**config.mk**
```make
export PLATFORM = sky130hd
export DESIGN_NAME = uart_tx_arbiter_flat
export DESIGN_NICKNAME = d
export VERILOG_FILES = /design/src/rtl/uart_tx_arbiter_pkg.sv /design/src/rtl/uart_tx_arbiter_if.sv /design/src/rtl/uart_tx_serializer.sv /design/src/rtl/uart_tx_arbiter.sv /design/src/flat_wrapper.sv
export SDC_FILE = /design/constraint.sdc
export NUM_CORES = 1
export LEC_CHECK = 0
export ABC_AREA = 1
export CORE_MARGIN = 2
export CORE_UTILIZATION = 49
export CTS_CLUSTER_DIAMETER = 120
export CTS_CLUSTER_SIZE = 14
export DETAILED_ROUTE_END_ITERATION = 8
export PLACE_DENSITY = 0.89
export SETUP_SLACK_MARGIN = 0.5
export SYNTH_ARGS = -nofsm -noshare
export SYNTH_HDL_FRONTEND = slang
export SYNTH_SLANG_ARGS = --single-unit
```
**constraint.sdc**
```tcl
create_clock -name clk -period 2.35 [get_ports clk]
set_clock_uncertainty 0.15 [all_clocks]
set_input_delay 0.3525 -clock clk [delete_from_list [all_inputs] [get_ports clk]]
set_output_delay 0.3525 -clock clk [all_outputs]
set_load 0.05 [all_outputs]
```
**src/rtl/uart_tx_arbiter_pkg.sv**
```systemverilog
// Shared frame constants and state encoding for the arbitrated 8N1 UART transmitter.
package uart_pkg;

    typedef enum logic [1:0] {
        ST_IDLE  = 2'd0,
        ST_START = 2'd1,
        ST_DATA  = 2'd2,
        ST_STOP  = 2'd3
    } uart_state_e;

    localparam int   FRAME_BITS  = 10;
    localparam int   DATA_BITS   = 8;
    localparam logic START_LEVEL = 1'b0;
    localparam logic STOP_LEVEL  = 1'b1;
    localparam logic IDLE_LEVEL  = 1'b1;

    // Bit-period counter width; a one-cycle bit still needs a one-bit counter.
    function automatic int cnt_width(input int n);
        return (n > 1) ? $clog2(n) : 1;
    endfunction

endpackage

```
**src/rtl/uart_tx_arbiter_if.sv**
```systemverilog
// Byte-source request bundle: one valid/ready/data lane per requester.
interface uart_tx_arbiter_if #(
    parameter int NUM_REQ = 4
);

    logic [NUM_REQ-1:0]   req_valid;
    logic [8*NUM_REQ-1:0] req_data;
    logic [NUM_REQ-1:0]   req_ready;

    modport master (
        output req_valid,
        output req_data,
        input  req_ready
    );

    modport slave (
        input  req_valid,
        input  req_data,
        output req_ready
    );

endinterface

```
**src/rtl/uart_tx_serializer.sv**
```systemverilog
// 8N1 serializer: frames one loaded byte as start, eight data bits LSB first, stop.
// state | meaning
// IDLE  | line high, waiting for load
// START | start bit low for one bit period
// DATA  | data bits LSB first, bit_q selects the current bit
// STOP  | stop bit high; done in its last cycle
module uart_tx_serializer
    import uart_pkg::*;
#(
    parameter int CLKS_PER_BIT = 16
)(
    input  logic       clk,
    input  logic       rst,
    input  logic       load,
    input  logic [7:0] load_data,
    output logic       tx,
    output logic       busy,
    output logic       done
);

    localparam int            CW       = cnt_width(CLKS_PER_BIT);
    localparam logic [CW-1:0] CNT_LAST = CW'(CLKS_PER_BIT - 1);
    localparam logic [2:0]    BIT_LAST = 3'(DATA_BITS - 1);

    localparam logic [1:0] S_IDLE  = 2'(ST_IDLE);
    localparam logic [1:0] S_START = 2'(ST_START);
    localparam logic [1:0] S_DATA  = 2'(ST_DATA);
    localparam logic [1:0] S_STOP  = 2'(ST_STOP);

    logic [1:0]    state_q, state_d;
    logic [CW-1:0] cnt_q, cnt_d;
    logic [2:0]    bit_q, bit_d;
    logic [7:0]    shift_q, shift_d;
    logic          tx_q, tx_d;
    logic          bit_end;

    assign bit_end = (cnt_q == CNT_LAST);

    // tx_d is the level of the next cycle, so the line is driven straight from a flop.
    always_comb begin
        state_d = state_q;
        cnt_d   = cnt_q + CW'(1);
        bit_d   = bit_q;
        shift_d = shift_q;
        tx_d    = tx_q;
        case (state_q)
            S_IDLE: begin
                cnt_d = '0;
                tx_d  = IDLE_LEVEL;
                if (load) begin
                    state_d = S_START;
                    shift_d = load_data;
                    bit_d   = '0;
                    tx_d    = START_LEVEL;
                end
            end
            S_START: begin
                if (bit_end) begin
                    state_d = S_DATA;
                    cnt_d   = '0;
                    tx_d    = shift_q[0];
                end
            end
            S_DATA: begin
                if (bit_end) begin
                    cnt_d = '0;
                    if (bit_q == BIT_LAST) begin
                        state_d = S_STOP;
                        tx_d    = STOP_LEVEL;
                    end else begin
                        bit_d   = bit_q + 3'd1;
                        shift_d = {1'b0, shift_q[7:1]};
                        tx_d    = shift_q[1];
                    end
                end
            end
            S_STOP: begin
                if (bit_end) begin
                    state_d = S_IDLE;
                    cnt_d   = '0;
                    tx_d    = IDLE_LEVEL;
                end
            end
            default: begin
                state_d = S_IDLE;
                cnt_d   = '0;
                tx_d    = IDLE_LEVEL;
            end
        endcase
    end

    always_ff @(posedge clk) begin
        if (rst) begin
            state_q <= S_IDLE;
            cnt_q   <= '0;
            bit_q   <= '0;
            shift_q <= '0;
            tx_q    <= IDLE_LEVEL;
        end else begin
            state_q <= state_d;
            cnt_q   <= cnt_d;
            bit_q   <= bit_d;
            shift_q <= shift_d;
            tx_q    <= tx_d;
        end
    end

    assign tx   = tx_q;
    assign busy = (state_q != S_IDLE);
    assign done = (state_q == S_STOP) && bit_end;

endmodule

```
**src/rtl/uart_tx_arbiter.sv**
```systemverilog
// Round-robin arbiter sharing one 8N1 serializer among NUM_REQ byte sources.
module uart_tx_arbiter
    import uart_pkg::*;
#(
    parameter  int NUM_REQ      = 4,
    parameter  int CLKS_PER_BIT = 16,
    localparam int IDW          = $clog2(NUM_REQ)
)(
    input  logic             clk,
    input  logic             rst,
    uart_tx_arbiter_if.slave req_if,
    output logic             tx,
    output logic             busy,
    output logic [IDW-1:0]   grant_id,
    output logic             frame_done
);

    localparam int             SW       = IDW + 1;
    localparam logic [IDW-1:0] LAST_RST = IDW'(NUM_REQ - 1);

    logic [IDW-1:0]     last_grant_q, last_grant_d;
    logic [IDW-1:0]     grant_id_q, grant_id_d;
    logic [SW-1:0]      cand;
    logic [IDW-1:0]     win_id;
    logic               win_found;
    logic               grant_ok;
    logic [NUM_REQ-1:0] ready;
    logic [7:0]         load_data;
    logic               ser_busy;
    logic               ser_done;

    // Search starts one past the last grant and wraps; the first valid lane wins.
    always_comb begin
        win_found = 1'b0;
        win_id    = '0;
        cand      = '0;
        for (int k = 1; k <= NUM_REQ; k++) begin
            cand = {1'b0, last_grant_q} + SW'(k);
            if (cand >= SW'(NUM_REQ)) begin
                cand = cand - SW'(NUM_REQ);
            end
            if (!win_found && req_if.req_valid[cand[IDW-1:0]]) begin
                win_found = 1'b1;
                win_id    = cand[IDW-1:0];
            end
        end
    end

    assign grant_ok = win_found & ~ser_busy & ~rst;

    always_comb begin
        ready = '0;
        if (grant_ok) begin
            ready[win_id] = 1'b1;
        end
    end

    always_comb begin
        last_grant_d = last_grant_q;
        grant_id_d   = grant_id_q;
        if (grant_ok) begin
            last_grant_d = win_id;
            grant_id_d   = win_id;
        end
    end

    always_ff @(posedge clk) begin
        if (rst) begin
            last_grant_q <= LAST_RST;
            grant_id_q   <= '0;
        end else begin
            last_grant_q <= last_grant_d;
            grant_id_q   <= grant_id_d;
        end
    end

    assign load_data = req_if.req_data[{win_id, 3'b000} +: 8];

    uart_tx_serializer #(
        .CLKS_PER_BIT (CLKS_PER_BIT)
    ) u_ser (
        .clk       (clk),
        .rst       (rst),
        .load      (grant_ok),
        .load_data (load_data),
        .tx        (tx),
        .busy      (ser_busy),
        .done      (ser_done)
    );

    assign req_if.req_ready = ready;
    assign busy             = ser_busy;
    assign grant_id         = grant_id_q;
    assign frame_done       = ser_done;

endmodule
```
**src/flat_wrapper.sv**
```systemverilog
// flat-port wrapper written by rule: the top's interface ports become plain ports
module uart_tx_arbiter_flat import uart_pkg::*;
#(
    parameter  int NUM_REQ      = 4,
    parameter  int CLKS_PER_BIT = 16,
    localparam int IDW          = $clog2(NUM_REQ)
)
  (clk, rst, tx, busy, grant_id, frame_done, req_if_req_valid, req_if_req_data, req_if_req_ready);
  uart_tx_arbiter_if #(.NUM_REQ(NUM_REQ)) req_if_i ();
  input  logic clk;
  input  logic rst;
  output logic tx;
  output logic busy;
  output logic [IDW-1:0] grant_id;
  output logic frame_done;
  input wire logic [$bits(req_if_i.req_valid)-1:0] req_if_req_valid;
  input wire logic [$bits(req_if_i.req_data)-1:0] req_if_req_data;
  output wire logic [$bits(req_if_i.req_ready)-1:0] req_if_req_ready;
  assign req_if_i.req_valid = req_if_req_valid;
  assign req_if_i.req_data = req_if_req_data;
  assign req_if_req_ready = req_if_i.req_ready;
  uart_tx_arbiter #(.NUM_REQ(NUM_REQ), .CLKS_PER_BIT(CLKS_PER_BIT)) u_core (.clk(clk), .rst(rst), .req_if(req_if_i), .tx(tx), .busy(busy), .grant_id(grant_id), .frame_done(frame_done));
endmodule
```
==> results.ini, run 1 <==
[power]
powerDensity_nw_per_um2 = 1541
p_int_mw = 1.987
p_comb_share_pct = 81.2
power.total_mw = 4.392
pwr-share-clk_pct = 4.8
leakage_nw = 1.385
max-vdd-ir-drop_v = 0.0007282
pwr-share-seq_pct = 14.0
swShare_pct = 54.75
p_sw_mw = 2.404

[synth]
syn-instance-count = 278
synth_fp_nets = 324
synthTopCellsByCount = nand2_1, inv_1, nand3_1
synth_most_common_cell = nand2_1
synthSimpleGateAreaFrac_pct = 39.63
ys_ff_latch = 22
avgSynthCellArea_um2 = 6.247
yosys_warnings = 0
netlist_top_cells_area = dfxtp_1, nand2_1, nand3_1
synth_top_area_share_pct = 25.36
synth_edf_count = 0
synthArstFlopShare_pct = 0
synth_top_family_by_area = simple AND/OR/NAND/NOR gates
synth_ff_type = dfxtp_1
ys_types = 28
synth-xor-area-share_pct = 0
muxShareOfSynthArea_pct = 0
synth_area_um2 = 1737
synthAdderAreaFrac_pct = 5.764
yosysTopAreaCell = dfxtp_1
synth_compound_area_share_pct = 14.05
synth-seq-area-share_pct = 25.36

[cts]
clkLatencyLatePin_ns = 0.32
clock-sinks = 22
cts-root-buf = clkbuf_4
path_clk_slew_ns = 0.13
cts_tree = done
clockBufferDepth = 2
htree_num_levels = 1
numCtsBuffers = 3
cts_hold_buf = 0

[layout]
final_nets = 401
fin_area_um2 = 2850
fin_util_pct = 84.75
diodes = 0
nFillCells = 197
syn_to_final_growth_pct = 64.12
final_layout_size_suffix_gt1_share_pct = 36.44

[detailed_routing]
via_per_inst = 5.450
drt-pass1-iter-count = 6
routedWlPerCell_um = 15.69
ant_nets = 0
num_vias = 2180
drt_wl_total_mm = 6.276
drt_iter0_drc = 185
drc = 0

[sta]
fin_ws_ns = -0.2099
slew_headroom_pct = 67.31
period_share_pct = 108.9
grt_setup_unrepaired = true
setup_viol = 4
fin_crit_ns = 2.560
finalHoldViolCount = 0
fin_hold_ws_ns = 0.3309
max_freq_mhz = 390.6
tightest_slew_ns = 0.4923
drv_slew = 0

[place]
io_buffers = 46
place_ws_ns = -0.1611
gp_congestion = 0.8086
place_area_um2 = 2415
hpwl_mm = 3.324

[global_route]
grtUsageMet1_pct = 30.96
gr-total-overflow = 0
grt_pass1_wl_mm = 8.362
grt_use_total_pct = 25.50
grt_util_met2_pct = 45.13
use_met3_pct = 4.286
antenna_found_initial = 0
top_usage_layer = met2
grt_max_degree = 17
grt_pass1_vias = 1976

[worst_setup_path]
r2r_cells = 15
critPathLaunch = u_core.last_grant_q[0]
worst-setup-path-type = flip-flop to primary output
worstPathArrival_ns = 2.06
crit-reg2reg-capture = u_core.u_ser.shift_q[2]
r2r-start = u_core.last_grant_q[0]
crit_end = req_if_req_ready[0]
r2r_slack_ns = 0.05
worstSetupStartpointType = flip-flop
critPathRequiredTime_ns = 1.85
critPathMaxFanout = 7
endpoint_kind = primary output

[floorplanning]
die_w_um = 63.54
core_area_um2 = 3363
rows = 21
ioPinCount = 47
start_util_pct = 51.64
dieArea_um2 = 4037
fp.dieH_um = 63.54

[run_status]
failed_checks = negative setup slack
outcome = finished with violations

[worst_hold_path]
hp-class = flip-flop to flip-flop

[flow_run]
drv_cap = 0

[registers in the layout (all words and copies together) (netlist names)]
name                  flops
u_core.u_ser.shift_q      8
u_core.u_ser.cnt_q        4
u_core.u_ser.bit_q        3
u_core.grant_id           2
u_core.last_grant_q       2
u_core.u_ser.state_q      2
u_core.u_ser.tx           1
[per-layer routing]
layer	vias to the layer above	part of all wire, %
li1	1032	-
met1	987	39
met2	129	49
met3	32	6.6
met4	0	5.4
met5	-	0
[stage by stage]
| step | std cells | TNS (ns) |
|---|---|---|
| after CTS | 391 | -0.2806 |
| after global routing | 400 | -1.128 |
| after global placement | 378 | -0.7731 |
| after floorplan | 278 | 0 |
| after detailed placement | 378 | -1.692 |
| final | 400 | -0.7504 |
[logic make-up (layout without fill, tap and decap cells)]
logic type,Yosys count,count (layout)
AO/OA/AOI/OAI,42,42
flip-flops,22,22
adder cells (fa/ha/maj),8,8
buffers and inverters,59,135
AND/OR/NAND/NOR,147,147
[power by group through the flow]
| stage | Combinational (mW) | Clock (mW) | Sequential (mW) |
|---|---|---|---|
| after global placement | 2.66 | 0 | 0.573 |
| after floorplan | 2.05 | 0 | 0.601 |
| after detailed placement | 2.71 | 0 | 0.576 |
| final | 3.56 | 0.213 | 0.615 |
| after CTS | 3.08 | 0.212 | 0.584 |
| after global routing | 3.80 | 0.233 | 0.627 |
[final cells by class]
cell class | count | area (um2) | area share [%]
tap | 46 | 57.56 | 2.019
clock buffer | 4 | 36.28 | 1.273
sequential | 22 | 455.4 | 15.98
timing repair buffer | 81 | 775.7 | 27.22
inverter | 50 | 214.0 | 7.507
multi-input combinational | 197 | 1311 | 46.01
[cell usage in the layout (no fill, tap or decap), drive strengths merged]
cell           Yosys  layout
nand2             85      85
inv               50      49
nand3             46      46
buf                7      41
clkdlybuf4s50      0      33
dfxtp             22      22
a21oi             22      22
nor2              15      15
o21ai             15      15
ha                 8       8
dlygate4sd2        0       7
clkbuf             2       4
a31oi              2       2
clkinvlp           0       1
o21bai             1       1
o22ai              1       1
nor3b              1       1
o211a              1       1
[critical path, stage by stage, from the launching register on]
cell	delay [ns]
dfxtp_4	0.41
inv_8	0.10
nand2_2	0.06
nand2_2	0.13
nand2_4	0.09
nand2_4	0.09
nor2_4	0.05
nand3_4	0.10
buf_4	0.13
nand3_4	0.10
nor2_4	0.14
inv_2	0.08
nor2_4	0.13
buf_12	0.14
[what timing repair did]
item                       in CTS  in global routing
pin swaps                      23                 20
setup buffers                   9                  9
cloned                          0                  0
setup endpoints to repair      23                 24
hold endpoints to repair        0                  0
resized for setup              53                 39
[worst min path at each step]
stage                            endpoint  cells after the start                  start
finish              u_core.u_ser.bit_q[1]                      2  u_core.u_ser.bit_q[1]
global route        u_core.u_ser.bit_q[1]                      2  u_core.u_ser.bit_q[1]
CTS                 u_core.u_ser.bit_q[1]                      2  u_core.u_ser.bit_q[1]
detailed placement  u_core.u_ser.cnt_q[0]                      1  u_core.u_ser.cnt_q[0]
global placement    u_core.u_ser.cnt_q[0]                      1  u_core.u_ser.cnt_q[0]
floorplan           u_core.u_ser.cnt_q[0]                      1  u_core.u_ser.cnt_q[0]
Note: power is estimated with default switching activity, not from simulation.
==> run 2: changes to the inputs <==
--- a/config.mk
+++ b/config.mk
@@ -12,6 +12,7 @@
 export CTS_CLUSTER_SIZE = 14
 export DETAILED_ROUTE_END_ITERATION = 8
 export PLACE_DENSITY = 0.89
+export REMOVE_ABC_BUFFERS = 1
 export SETUP_SLACK_MARGIN = 0.5
 export SYNTH_ARGS = -nofsm -noshare
 export SYNTH_HDL_FRONTEND = slang
==> run 2 against run 1 <==
The run still ends with negative setup slack left. Global-route usage shrank 0.34 points. Largest power group unchanged. Via count is 2.8% higher. Wire length grew 3.5%. Register-to-register slack got worse by 0.15 ns. Non-clock buffer count decreased by 3. Cell count fell by 0.50%.
==> results.ini, run 2 (same netlist as run 1, synthesis figures left out) <==
[run_status]
outcome = finished with violations
failed_checks = negative setup slack

[worst_hold_path]
hp-class = flip-flop to flip-flop

[global_route]
grt_use_total_pct = 25.17
antenna_found_initial = 0
grt_pass1_vias = 2050
grt_pass1_wl_mm = 8.335
gr-total-overflow = 0
grt_max_degree = 17

[power]
p_comb_share_pct = 79.5
p_int_mw = 2.017
leakage_nw = 1.416
p_sw_mw = 2.419
pwr-share-seq_pct = 13.9
max-vdd-ir-drop_v = 0.0006892
powerDensity_nw_per_um2 = 1591
swShare_pct = 54.53
pwr-share-clk_pct = 6.7

[layout]
seq_area_um2 = 455.4
largest-register = u_core.u_ser.shift_q
top_regs = u_core.u_ser.shift_q: 8 flops, u_core.u_ser.cnt_q: 4 flops, u_core.u_ser.bit_q: 3 flops
fin_util_pct = 82.89
final_common_cell = nand2_1
stdcell_count = 398
syn_to_final_growth_pct = 60.52
nFillCells = 190
final_cell_mix = nand2_1, nand3_1, inv_1
final_nets = 399
multi_input_area_um2 = 1261
diodes = 0
final_layout_size_suffix_gt1_share_pct = 33.24
largest_reg_flops = 8

[cts]
numCtsBuffers = 3
path_clk_slew_ns = 0.13
clock-sinks = 22
htree_num_levels = 1
cts_tree = done
clkLatencyLatePin_ns = 0.31
clockBufferDepth = 2
cts_hold_buf = 0
cts-root-buf = clkbuf_4

[sta]
fin_hold_ws_ns = 0.3425
period_share_pct = 107.5
fin_crit_ns = 2.525
max_freq_mhz = 396.0
tightest_slew_ns = 0.4908
grt_setup_unrepaired = true
slew_headroom_pct = 67.41
fin_ws_ns = -0.1753
drv_slew = 0
setup_viol = 5
finalHoldViolCount = 0

[floorplanning]
rows = 21
dieArea_um2 = 4037
core_area_um2 = 3363
ioPinCount = 47
fp.dieH_um = 63.54
die_w_um = 63.54
start_util_pct = 51.64

[worst_setup_path]
endpoint_kind = primary output
worstSetupStartpointType = flip-flop
worstPathArrival_ns = 2.02
critPathMaxFanout = 7
critPathRequiredTime_ns = 1.85
worst-setup-path-type = flip-flop to primary output

[detailed_routing]
routedWlPerCell_um = 16.31
via_per_inst = 5.633
ant_nets = 0
drt_wl_total_mm = 6.493
drt-pass1-iter-count = 6
drc = 0
drt_iter0_drc = 236
num_vias = 2242

[place]
hpwl_mm = 3.213
place_ws_ns = -0.2006
gp_congestion = 0.9391
dp.cells = 379
io_buffers = 46

[flow_run]
drv_cap = 0

## run 2: stage by stage
step,instance area [um2],power (mW),TNS (ns)
after global routing,2788,4.693,-1.554
after global placement,2349,3.078,-0.4541
after detailed placement,2349,3.147,-1.021
after floorplan,1660,2.278,-1.353
after CTS,2567,3.829,-0.2512
final,2788,4.437,-0.7354
## run 2: area by class of cell
type,count,area share [%]
multi-input cells,197,45.24
repair buffers,78,26.75
flip-flops and latches,22,16.34
inverters,50,7.496
well taps,46,2.065
clock inverters,1,1.077
clock buffers,3,0.8079
repair inverters,1,0.2244
## run 2: metal layers
| layer | wire length [um] | share of wire (%) | track usage [%] |
|---|---|---|---|
| met1 | 2296 | 35 | 26.04 |
| met4 | 424 | 6.5 | 12.77 |
| met2 | 3191 | 49 | 48.42 |
| met3 | 581 | 8.9 | 3.571 |
| met5 | 0 | 0 | 0 |
## run 2: worst paths after layout
path / start / to / slack, ns / cells past startpoint
min: u_core.u_ser.bit_q[1] / u_core.u_ser.bit_q[1] / 0.34 / 2
min reg2reg: u_core.u_ser.bit_q[1] / u_core.u_ser.bit_q[1] / 0.34 / 2
max reg2reg: u_core.last_grant_q[0] / u_core.u_ser.shift_q[0] / -0.10 / 16
max: u_core.last_grant_q[0] / req_if_req_ready[0] / -0.18 / 13
## run 2: timing repair
action	4_1_cts	5_1_grt
endpoints found under the hold margin	0	0
gates resized for setup	53	41
gates cloned	0	1
pin swaps	13	21
setup endpoints to repair	25	24
setup buffers	5	9
## run 2: power by group through the flow
stage	Sequential (mW)	Clock [mW]	Combinational, mW
3_5_place_dp	0.571	0	2.58
2_1_floorplan	0.613	0	1.67
3_3_place_gp	0.564	0	2.51
6_report	0.615	0.295	3.53
5_1_grt	0.620	0.313	3.76
4_1_cts	0.581	0.295	2.95
## run 2: worst max-delay path, cell delays in order, from the launching register on
cell and delay (ns):
dfxtp_4 0.45, inv_8 0.07, nand2_4 0.06, nand2_2 0.06, nand2_1 0.09, nand2_2 0.07
nor2_4 0.16, nand3_4 0.11, nand2_4 0.11, nand2_4 0.08, nor2_4 0.13, inv_2 0.07
nor2_4 0.10, buf_12 0.14
